### config.mk
export PLATFORM = sky130hd
export DESIGN_NAME = cfg_chain_bank
export DESIGN_NICKNAME = d
export VERILOG_FILES = /design/src/rtl/cfg_chain_bank.sv
export SDC_FILE = /design/constraint.sdc
export NUM_CORES = 1
export LEC_CHECK = 0
export CELL_PAD_IN_SITES_DETAIL_PLACEMENT = 0
export CELL_PAD_IN_SITES_GLOBAL_PLACEMENT = 1
export CORE_ASPECT_RATIO = 2
export CORE_MARGIN = 5
export CORE_UTILIZATION = 36
export DETAILED_ROUTE_END_ITERATION = 6
export GPL_ROUTABILITY_DRIVEN = 0
export PLACE_DENSITY_LB_ADDON = 0.08
export SYNTH_ARGS = -nofsm -noshare
export SYNTH_HDL_FRONTEND = slang
export SYNTH_SLANG_ARGS = --single-unit
### constraint.sdc
create_clock -name prog_clk -period 9.1 [get_ports prog_clk]
set_input_delay 1.82 -clock prog_clk [delete_from_list [all_inputs] [get_ports prog_clk]]
set_output_delay 1.82 -clock prog_clk [all_outputs]
set_load 0.01 [all_outputs]
### src/rtl/cfg_chain_bank.sv
// Multi-channel configuration-chain bank with shift counter, running CRC-8 (poly 0x07) and verify-then-lock FSM.
// Optional rotate-in-place readback of locked contents: define CFG_CHAIN_READBACK_EN.
module cfg_chain_bank #(
  parameter int NUM_CHAINS = 4,
  parameter int CHAIN_LEN  = 64,
  parameter int CNT_W      = $clog2(CHAIN_LEN + 1)
) (
  input  logic                            prog_clk,
  input  logic                            pReset,
  input  logic                            Test_en,
  input  logic [NUM_CHAINS-1:0]           ccff_head,
  input  logic                            shift_en,
  input  logic                            unlock,
`ifdef CFG_CHAIN_READBACK_EN
  input  logic                            readback,
`endif
  input  logic [7:0]                      crc_ref,
  output logic [NUM_CHAINS-1:0]           ccff_tail,
  output logic [NUM_CHAINS*CHAIN_LEN-1:0] cfg_bits,
  output logic [CNT_W-1:0]                bit_count,
  output logic                            cfg_valid,
  output logic                            crc_err,
  output logic [1:0]                      state_dbg
);

  // shift_en is a qualifier, not a handshake: a shift is accepted on any
  // rising edge where shift_en=1 and the FSM is in IDLE or SHIFT.
  typedef enum logic [1:0] {
    IDLE   = 2'd0,
    SHIFT  = 2'd1,
    CHECK  = 2'd2,
    LOCKED = 2'd3
  } state_t;

  state_t           state_q, state_d;
  logic [CNT_W-1:0] cnt_q, cnt_d;
  logic [7:0]       crc_q, crc_d, crc_seed, crc_fold;
  logic             err_q, err_d;
  logic             load_shift;
  logic             rotate;
  logic [CHAIN_LEN-1:0] chain_q [NUM_CHAINS];

  function automatic logic [7:0] fold_bits(input logic [7:0] c_in,
                                           input logic [NUM_CHAINS-1:0] d);
    logic [7:0] c;
    logic       fb;
    c = c_in;
    for (int i = 0; i < NUM_CHAINS; i++) begin
      fb = c[7] ^ d[i];
      c  = {c[6:0], 1'b0} ^ (fb ? 8'h07 : 8'h00);
    end
    return c;
  endfunction

  // A load started from IDLE restarts the CRC from zero.
  assign crc_seed = (state_q == IDLE) ? 8'h00 : crc_q;
  assign crc_fold = fold_bits(crc_seed, ccff_head);

  always_comb begin
    state_d    = state_q;
    cnt_d      = cnt_q;
    crc_d      = crc_q;
    err_d      = err_q;
    load_shift = 1'b0;
    rotate     = 1'b0;
    if (!Test_en) begin
      case (state_q)
        IDLE: begin
          if (shift_en) begin
            load_shift = 1'b1;
            state_d    = SHIFT;
            cnt_d      = CNT_W'(1);
            crc_d      = crc_fold;
            err_d      = 1'b0;
          end
        end
        SHIFT: begin
          if (shift_en) begin
            load_shift = 1'b1;
            cnt_d      = cnt_q + CNT_W'(1);
            crc_d      = crc_fold;
            if (cnt_q == CNT_W'(CHAIN_LEN - 1)) state_d = CHECK;
          end
        end
        CHECK: begin
          if (crc_q == crc_ref) begin
            state_d = LOCKED;
          end else begin
            err_d   = 1'b1;
            state_d = IDLE;
          end
        end
        LOCKED: begin
          if (unlock) begin
            state_d = IDLE;
            cnt_d   = '0;
          end
`ifdef CFG_CHAIN_READBACK_EN
          else if (readback && shift_en) begin
            rotate = 1'b1;
          end
`endif
        end
        default: state_d = IDLE;
      endcase
    end
  end

  always_ff @(posedge prog_clk or posedge pReset) begin
    if (pReset) begin
      state_q <= IDLE;
      cnt_q   <= '0;
      crc_q   <= 8'h00;
      err_q   <= 1'b0;
    end else begin
      state_q <= state_d;
      cnt_q   <= cnt_d;
      crc_q   <= crc_d;
      err_q   <= err_d;
    end
  end

  for (genvar g = 0; g < NUM_CHAINS; g++) begin : g_chain
    always_ff @(posedge prog_clk or posedge pReset) begin
      if (pReset) begin
        chain_q[g] <= '0;
      end else if (Test_en || load_shift) begin
        chain_q[g] <= {chain_q[g][CHAIN_LEN-2:0], ccff_head[g]};
      end else if (rotate) begin
        chain_q[g] <= {chain_q[g][CHAIN_LEN-2:0], chain_q[g][CHAIN_LEN-1]};
      end
    end
    assign cfg_bits[g*CHAIN_LEN +: CHAIN_LEN] = chain_q[g];
    assign ccff_tail[g] = chain_q[g][CHAIN_LEN-1];
  end

  assign bit_count = cnt_q;
  assign cfg_valid = (state_q == LOCKED) && !Test_en;
  assign crc_err   = err_q;
  assign state_dbg = state_q;

endmodule

# After elaboration in Yosys (flattened, before gate mapping)
# Index checks and enable logic that the tools add are counted.
# Widths: inputs -> output; s select.
[totals]
inputBits = 17
word_cells = 60
reg_bits = 274
[classes]
mux = 21
reduce_logical = 11
eq_ne = 10
bitwise_logic = 9
n_addsub = 1
[ops]
columns = ["cell", "count"]
rows = [
  ["$xor 8x3->8", 4],
  ["$mux 7", 3],
  ["$pmux 7 s3", 1],
  ["$mux 3", 4],
  ["$mux 2", 5],
  ["$ne 2x2->1 const B", 5],
  ["$reduce_and 5->1", 2],
  ["$eq 8x8->1", 1],
  ["$mux 8", 1],
  ["$pmux 2 s4", 1],
  ["$add 7x1->7 const B", 1],
  ["$eq 7x6->1 const B", 1],
  ["$mux 1", 5],
  ["$eq 2x2->1 const B", 2],
  ["$reduce_and 4->1", 1],
  ["$xor 1x1->1", 4],
  ["$reduce_and 3->1", 1],
  ["$reduce_bool 3->1", 1],
  ["$eq 2x1->1 const B", 1],
  ["$logic_not 2->1", 1],
  ["$pmux 1 s2", 1],
  ["$reduce_bool 2->1", 1],
  ["$reduce_or 2->1", 1],
  ["$logic_and 1x1->1", 1],
  ["3 further kinds", 3],
]

# Longest topological paths before layout
# Gate-level depths: netlist of the first run.
[depth]
word_depth = 14
depth_mapped = 7
mapped_depth_nobuf = 5

# Least setup slack after synthesis of the first run
# Ideal clock, no wire load.
[synth_path]
path_kind = "input port to output port"
startpoint = "in Test_en"
endpoint = "out cfg_valid"
t_arrival_ns = 1.989
cell_stages = 1
t_required_ns = 7.280
slack_ns = 5.291
n_path_buf = 0
path_cell_list = "nor2_1"
[synth_via]
elab_chain_len = 2
[synth_rtl]
columns = ["element", "line_no", "text"]
rows = [
  ["start, declared", "10", "input logic Test_en,"],
  ["$logic_not 1->1", "138", "assign cfg_valid = (state_q == LOCKED) && !Test_en;"],
  ["$logic_and 1x1->1", "138", ""],
  ["end, declared", "21", "output logic cfg_valid,"],
]
# No other way between the ends.

# Worst setup path in the final report of the first run
# Ends and elaborated chain as after synthesis.

==> results by group, run 1 <==
Detailed routing
  – Metal2 WL: 14.1 mm
  – Antenna-violating nets left: 0
  – Met3 wire len: 2.16 mm
  – Drt total wl: 25.5 mm
  – Via density: approximately 4.8
  – Via count: 6415
  – Routed len/inst: 19.1 um
  – WL met1: 8.62 mm
  – Residual DRC: 0
  – Top Metal Used: met4
  – DRT Pass-1 Iters: 4
  – Drt initial violations: 188

Global routing
  – Initial antenna violation count: 0
  – First-pass GRT wire length: between 40 and 50 mm
  – Vias in the first global route: just over 7000
  – GR Util All Layers: 14.9%
  – Largest net degree at the start of global routing: 157
  – Gr ovfl total: 0

STA
  – Slew Viols, Final: 0
  – Setup TNS: 0 ps
  – Final min period: between 4000 and 5000 ps
  – Final hold viol count: 0
  – Crit share post-route: a little over half
  – Tightest Pin Transition: just under 900 ps
  – Fmax: between 0.2 and 0.25 GHz
  – Slew HR: 40.5%
  – Final WS setup: 4160 ps
  – Unrepaired setup endpoints after global routing: false
  – Final setup viols: 0
  – Hold Slack: 511 ps
  – Setup Skew: approximately 9.9 ps

Setup path
  – FF-to-FF Start: state_dbg[1]$_DFFE_PP0P_
  – FF-to-FF End: cfg_bits[22]$_DFFE_PP0P_
  – Reg2reg setup slack: 6250 ps
  – Crit path capture: cfg_valid
  – Required time worst endpoint: 7280 ps
  – CP Max Fanout: 8
  – CP Launch Type: input pin
  – Setup crit end kind: output port
  – Crit path kind: input pin to output port
  – Worst Setup SP: Test_en
  – Critical Path AT: 3120 ps
  – R2R depth: 5

Clock tree
  – Htree depth: 1
  – CTS resizes: 0
  – Hold buffers post-CTS: 0
  – TritonCTS Buffers: 25
  – Sink Count: 274
  – Clock Latency Late Sink: 520 ps
  – CTS Root Cell: clkbuf_16
  – Clock transition at path regs: ~60 ps
  – Post-CTS setup buffer count: 0
  – CTS Buffer Depth: 3
  – CTS tree: built

Power
  – Pleak: 6.41 nW
  – Clock power share: 24.5%
  – Sequential power share: 43.2%
  – Switching Fraction: 28.9%
  – Net switching power: about 1.2 mW
  – Pwr/cell area: 291 nW/um2
  – Final total power: 4.27 mW
  – Internal power: 3.03 mW
  – Comb pwr share: roughly 32%
  – VDD IR max: 0.160 mV

Hold path
  – Hold WC Path Type: register to register

Layout
  – Final nets: 970
  – Area added between synthesis and finish: 36.8%
  – Post-Layout Cell Count: about 1300
  – Final instance area: 14700 um2
  – ANT cells: 0
  – Final core area utilization: 49.7%
  – Share of cells above drive strength 1: 30.3%

Synth
  – Largest cells by area after synthesis: dfrtp_1 (64%), mux2_2 (25%), buf_4 (2.3%), mux2_1 (1.8%), xnor2_1 (1.1%)
  – Leading area contributor after synthesis: dfrtp_1
  – Syn avg cell area: 16.0 um2
  – Netlist Area Pre-Place: between 10000 and 15000 um2
  – Synth Instances: between 600 and 700
  – Share of the yosys chip area belonging to registers: 64.0%
  – FFs w/ async S/R, synth: 100%
  – Cell variety after synth: 40
  – Top cells by count, synth: dfrtp_1 (274), mux2_2 (239), buf_4 (33), o21ai_0 (19), mux2_1 (17)
  – Post-synth EDFFs: 0
  – Syn Nets: between 600 and 700
  – Synth top area share: between 60% and 70%
  – Seq cells post-synth: 274
  – Main synth FF type: dfrtp_1
  – Synth warn: 0
  – Count leader, synth: dfrtp_1

Floorplan
  – Starting Density: 36.3%
  – Die Wd: 132 um
  – Die H: 254 um
  – Die area: 33500 um2
  – Num rows: 89
  – Core outline area: slightly below 30000 um2
  – Io pins: roughly 290

Placement
  – Port bufs: 287
  – Dpl cell area: 13800 um2
  – Cell Count Post-Placement: 1289
  – Worst slack, placed: 4150 ps
  – DP HPWL: 18.5 mm

Flow run
  – Reported max-cap violation count: 0

Status
  – Status: complete, no violations
-- layout make-up --
class                      count  area, um2
clock inverter                 9       95.1
fill                        2539      14900
multi-input combinational    353       3570
inverter                       5       22.5
clock buffer                  36        717
sequential                   274       6860
tap                          364        455
timing repair buffer         293       2940
-- layout by cell type (no fill, tap or decap), types with 2 or more instances in the layout --
cell,n
o21ai_1,2
bufinv_16,2
buf_4,4
buf_12,2
inv_1,3
nand4_1,2
o31ai_1,2
clkbuf_8,5
xnor3_1,3
nor2_1,10
and3_1,2
mux2_1,17
clkinv_2,7
a31oi_1,2
xnor2_1,14
clkdlybuf4s50_1,287
mux2_2,239
nand2_1,13
o2bb2ai_1,2
o21ai_2,2
o21ai_0,19
nand3_1,3
dfrtp_1,274
clkbuf_1,6
clkbuf_16,25
xor2_1,3
-- how the worst min path moves through the flow --
| stage | startpoint | end | slack, ps | cells after the start |
|---|---|---|---|---|
| final | cfg_bits[233]$_DFFE_PP0P_ | cfg_bits[233]$_DFFE_PP0P_ | 510 | 1 |
| after floorplan | crc_q[3]$_DFFE_PP0P_ | crc_q[3]$_DFFE_PP0P_ | 480 | 2 |
| after global placement | cfg_bits[129]$_DFFE_PP0P_ | cfg_bits[130]$_DFFE_PP0P_ | 490 | 1 |
| after CTS | crc_err$_DFFE_PP0P_ | crc_err$_DFFE_PP0P_ | 520 | 1 |
| after detailed placement | crc_err$_DFFE_PP0P_ | crc_err$_DFFE_PP0P_ | 500 | 1 |
| after global routing | crc_err$_DFFE_PP0P_ | crc_err$_DFFE_PP0P_ | 530 | 1 |
-- routing by layer --
| metal | GRT usage, % | vias to the layer above |
|---|---|---|
| li1 | - | 2914 |
| met2 | 27.7 | 208 |
| met4 | 4.77 | 0 |
| met3 | 5.27 | 35 |
| met1 | 15.4 | 3258 |
| met5 | 0 | - |
-- power groups by stage --
stage	clock (mW)	combinational [mW]	sequential [mW]
after floorplan	0	0.457	1.95
after global placement	0	1.39	1.86
after detailed placement	0	1.41	1.87
after CTS	1.09	1.41	1.86
after global routing	1.14	1.48	1.90
final	1.04	1.38	1.84
-- logic make-up after synthesis --
kind of cell,Yosys count,synth area share (%)
DFF,274,64.0
muxes,256,26.9
buffers and inverters,42,2.79
and+or+nand+nor,39,1.91
AOI/OAI and AO/OA,36,2.13
xor gates and xnor gates,21,2.17
adders and majority gates,1,0.117
-- registers in the layout, summed over array words and instances (netlist names) --
signal     count
crc_err        1
ccff_tail      4
state_dbg      2
cfg_bits     252
bit_count      7
crc_q          8
-- worst max-delay path, stage by stage --
cell and delay (ps):
clkdlybuf4s50_1 580, nor2_1 170, clkdlybuf4s50_1 550
Note: power is estimated with default switching activity, not from simulation.
==> inputs of run 2 (changes only) <==
--- a/config.mk
+++ b/config.mk
@@ -9,7 +9,7 @@
 export CELL_PAD_IN_SITES_GLOBAL_PLACEMENT = 1
 export CORE_ASPECT_RATIO = 2
 export CORE_MARGIN = 5
-export CORE_UTILIZATION = 36
+export CORE_UTILIZATION = 39
 export DETAILED_ROUTE_END_ITERATION = 6
 export GPL_ROUTABILITY_DRIVEN = 0
 export PLACE_DENSITY_LB_ADDON = 0.08
==> constraint.sdc (replaced) <==
create_clock -name prog_clk -period 5 [get_ports prog_clk]
set_input_delay 1 -clock prog_clk [delete_from_list [all_inputs] [get_ports prog_clk]]
set_output_delay 1 -clock prog_clk [all_outputs]
set_load 0.01 [all_outputs]
==> run 2 against run 1 <==
Sequential cell count stayed put. Combinational power is 82% higher. Largest cell class unchanged. Final cell count is 0.97% lower. Setup slack worse by 2500 ps. Register-to-register slack worse by 3700 ps.
==> results by group, run 2 (synthesized netlist as in run 1, its figures left out) <==
Clock tree
  – Htree depth: 1
  – Clock Latency Late Sink: 530 ps
  – Post-CTS setup buffer count: 0
  – CTS tree: built
  – CTS Root Cell: clkbuf_16
  – Hold buffers post-CTS: 0
  – Sink Count: between 200 and 300
  – CTS resizes: 0
  – TritonCTS Buffers: 26
  – Clock transition at path regs: 60 ps
  – CTS Buffer Depth: 3

Layout
  – Final nets: 972
  – Most common cell after layout, fill and taps aside: clkdlybuf4s50_1
  – ANT cells: 0
  – Most frequent cells in the layout: clkdlybuf4s50_1 (287), dfrtp_1 (274), mux2_2 (239), clkbuf_16 (27), o21ai_0 (19)
  – Max reg flops: 252
  – Share of cells above drive strength 1: 30.4%
  – Fill cells: roughly 2400
  – Area added between synthesis and finish: 37.2%

STA
  – Slew HR: 36.7%
  – Fmax: 0.303 GHz
  – Unrepaired setup endpoints after global routing: false
  – Final setup viols: 0
  – Setup TNS: 0 ps
  – Slew Viols, Final: 0
  – Crit share post-route: 65.9%
  – Final min period: 3300 ps
  – Setup Skew: 9.93 ps
  – Final hold viol count: 0
  – Tightest Pin Transition: 950 ps

Floorplan
  – Die area: slightly above 30000 um2
  – Die H: between 200 and 250 um
  – Starting Density: 39.2%
  – Num rows: 86
  – Die Wd: between 100 and 150 um
  – Io pins: 288
  – Core outline area: between 20000 and 30000 um2

Global routing
  – Gr ovfl total: 0
  – GR Util All Layers: 15.0%
  – First-pass GRT wire length: 38.0 mm
  – Largest net degree at the start of global routing: 164
  – Initial antenna violation count: 0
  – Vias in the first global route: 6788

Detailed routing
  – Antenna-violating nets left: 0
  – Routed len/inst: 17.6 um
  – Via density: 4.80
  – Drt initial violations: ~260
  – Drt total wl: 23.2 mm
  – DRT Pass-1 Iters: 4
  – Residual DRC: 0
  – Via count: 6338

Power
  – Pwr/cell area: 529 nW/um2
  – VDD IR max: approximately 0.36 mV
  – Final total power: 7.78 mW
  – Pleak: around 6.4 nW

Setup path
  – FF-to-FF Start: state_dbg[1]$_DFFE_PP0P_
  – Crit path kind: input pin to output port
  – Crit path depth: 3
  – R2R depth: 4
  – Reg2reg setup slack: approximately 2600 ps
  – Critical-path cell list: clkdlybuf4s50_1 -> nor2_1 -> clkdlybuf4s50_1
  – Crit path capture: cfg_valid
  – CP Max Fanout: 8
  – Largest delay share family, worst path: buffers and inverters
  – Crit path top cell by count: clkdlybuf4s50_1
  – CP Launch Type: input pin
  – Required time worst endpoint: about 4000 ps
  – CP max stage delay: ~580 ps
  – FF-to-FF End: cfg_bits[212]$_DFFE_PP0P_
  – Setup crit end kind: output port
  – WP buf/inv: 2
  – Crit path max-delay cell type: clkdlybuf4s50_1
  – Critical Path AT: 2300 ps
  – Worst Setup SP: Test_en

Placement
  – DP HPWL: 16.1 mm
  – Port bufs: 287

Status
  – Status: complete, no violations

Flow run
  – Reported max-cap violation count: 0

Hold path
  – Hold WC Path Type: register to register
-- run 2: layout make-up --
type                            instances  area (um2)  share of cell area (%)
Tap cell                              352         440                    2.99
Clock inverter                          6        70.1                   0.476
Timing Repair Buffer                  294        2980                    20.2
Inverter                                5        22.5                   0.153
Multi-Input combinational cell        353        3570                    24.3
Sequential cell                       274        6860                    46.6
Clock buffer                           37         773                    5.26
-- run 2: worst min path at each step --
stage | depth (start not counted) | endpoint | startpoint
final | 1 | cfg_bits[234]$_DFFE_PP0P_ | cfg_bits[234]$_DFFE_PP0P_
after global routing | 1 | crc_err$_DFFE_PP0P_ | crc_err$_DFFE_PP0P_
after CTS | 1 | cfg_bits[234]$_DFFE_PP0P_ | cfg_bits[234]$_DFFE_PP0P_
after detailed placement | 1 | crc_err$_DFFE_PP0P_ | crc_err$_DFFE_PP0P_
after global placement | 1 | ccff_tail[2]$_DFFE_PP0P_ | cfg_bits[190]$_DFFE_PP0P_
after floorplan | 2 | crc_q[3]$_DFFE_PP0P_ | crc_q[3]$_DFFE_PP0P_
-- run 2: routing by layer --
metal  vias to the layer above  track usage (%)  share of wire (%)
li1                       2934                -                  -
met4                         0             4.23                2.0
met2                       193             24.2                 49
met1                      3174             19.7                 41
met3                        37             4.55                7.7
met5                         -                0                  0
-- run 2: stage by stage --
step | std cells | worst slack, ps | instance area (um2) | utilization, % | hold slack (ps)
2_1_floorplan | 669 | 377 | 10700 | - | 482
3_3_place_gp | 1278 | 1700 | 13900 | 50.7 | 491
4_1_cts | 1321 | 1690 | 14700 | 53.8 | 518
6_report | 1321 | 1700 | 14700 | 53.8 | 509
5_1_grt | 1321 | 1590 | 14700 | 53.8 | 535
3_5_place_dp | 1278 | 1700 | 13900 | 50.7 | 500
-- run 2: where the power goes --
part | total [mW] | leakage (nW) | internal, mW | switching, mW
Clock | 1.94 | 0.417 | 1.12 | 0.821
Sequential | 3.33 | 3.50 | 2.84 | 0.482
Combinational | 2.51 | 2.51 | 1.58 | 0.928
-- run 2: worst register-to-register path: stages, from the launching register on --
cell and delay [ps]:
dfrtp_1 760, inv_2 140, a21oi_4 230, buf_12 560
mux2_2 650
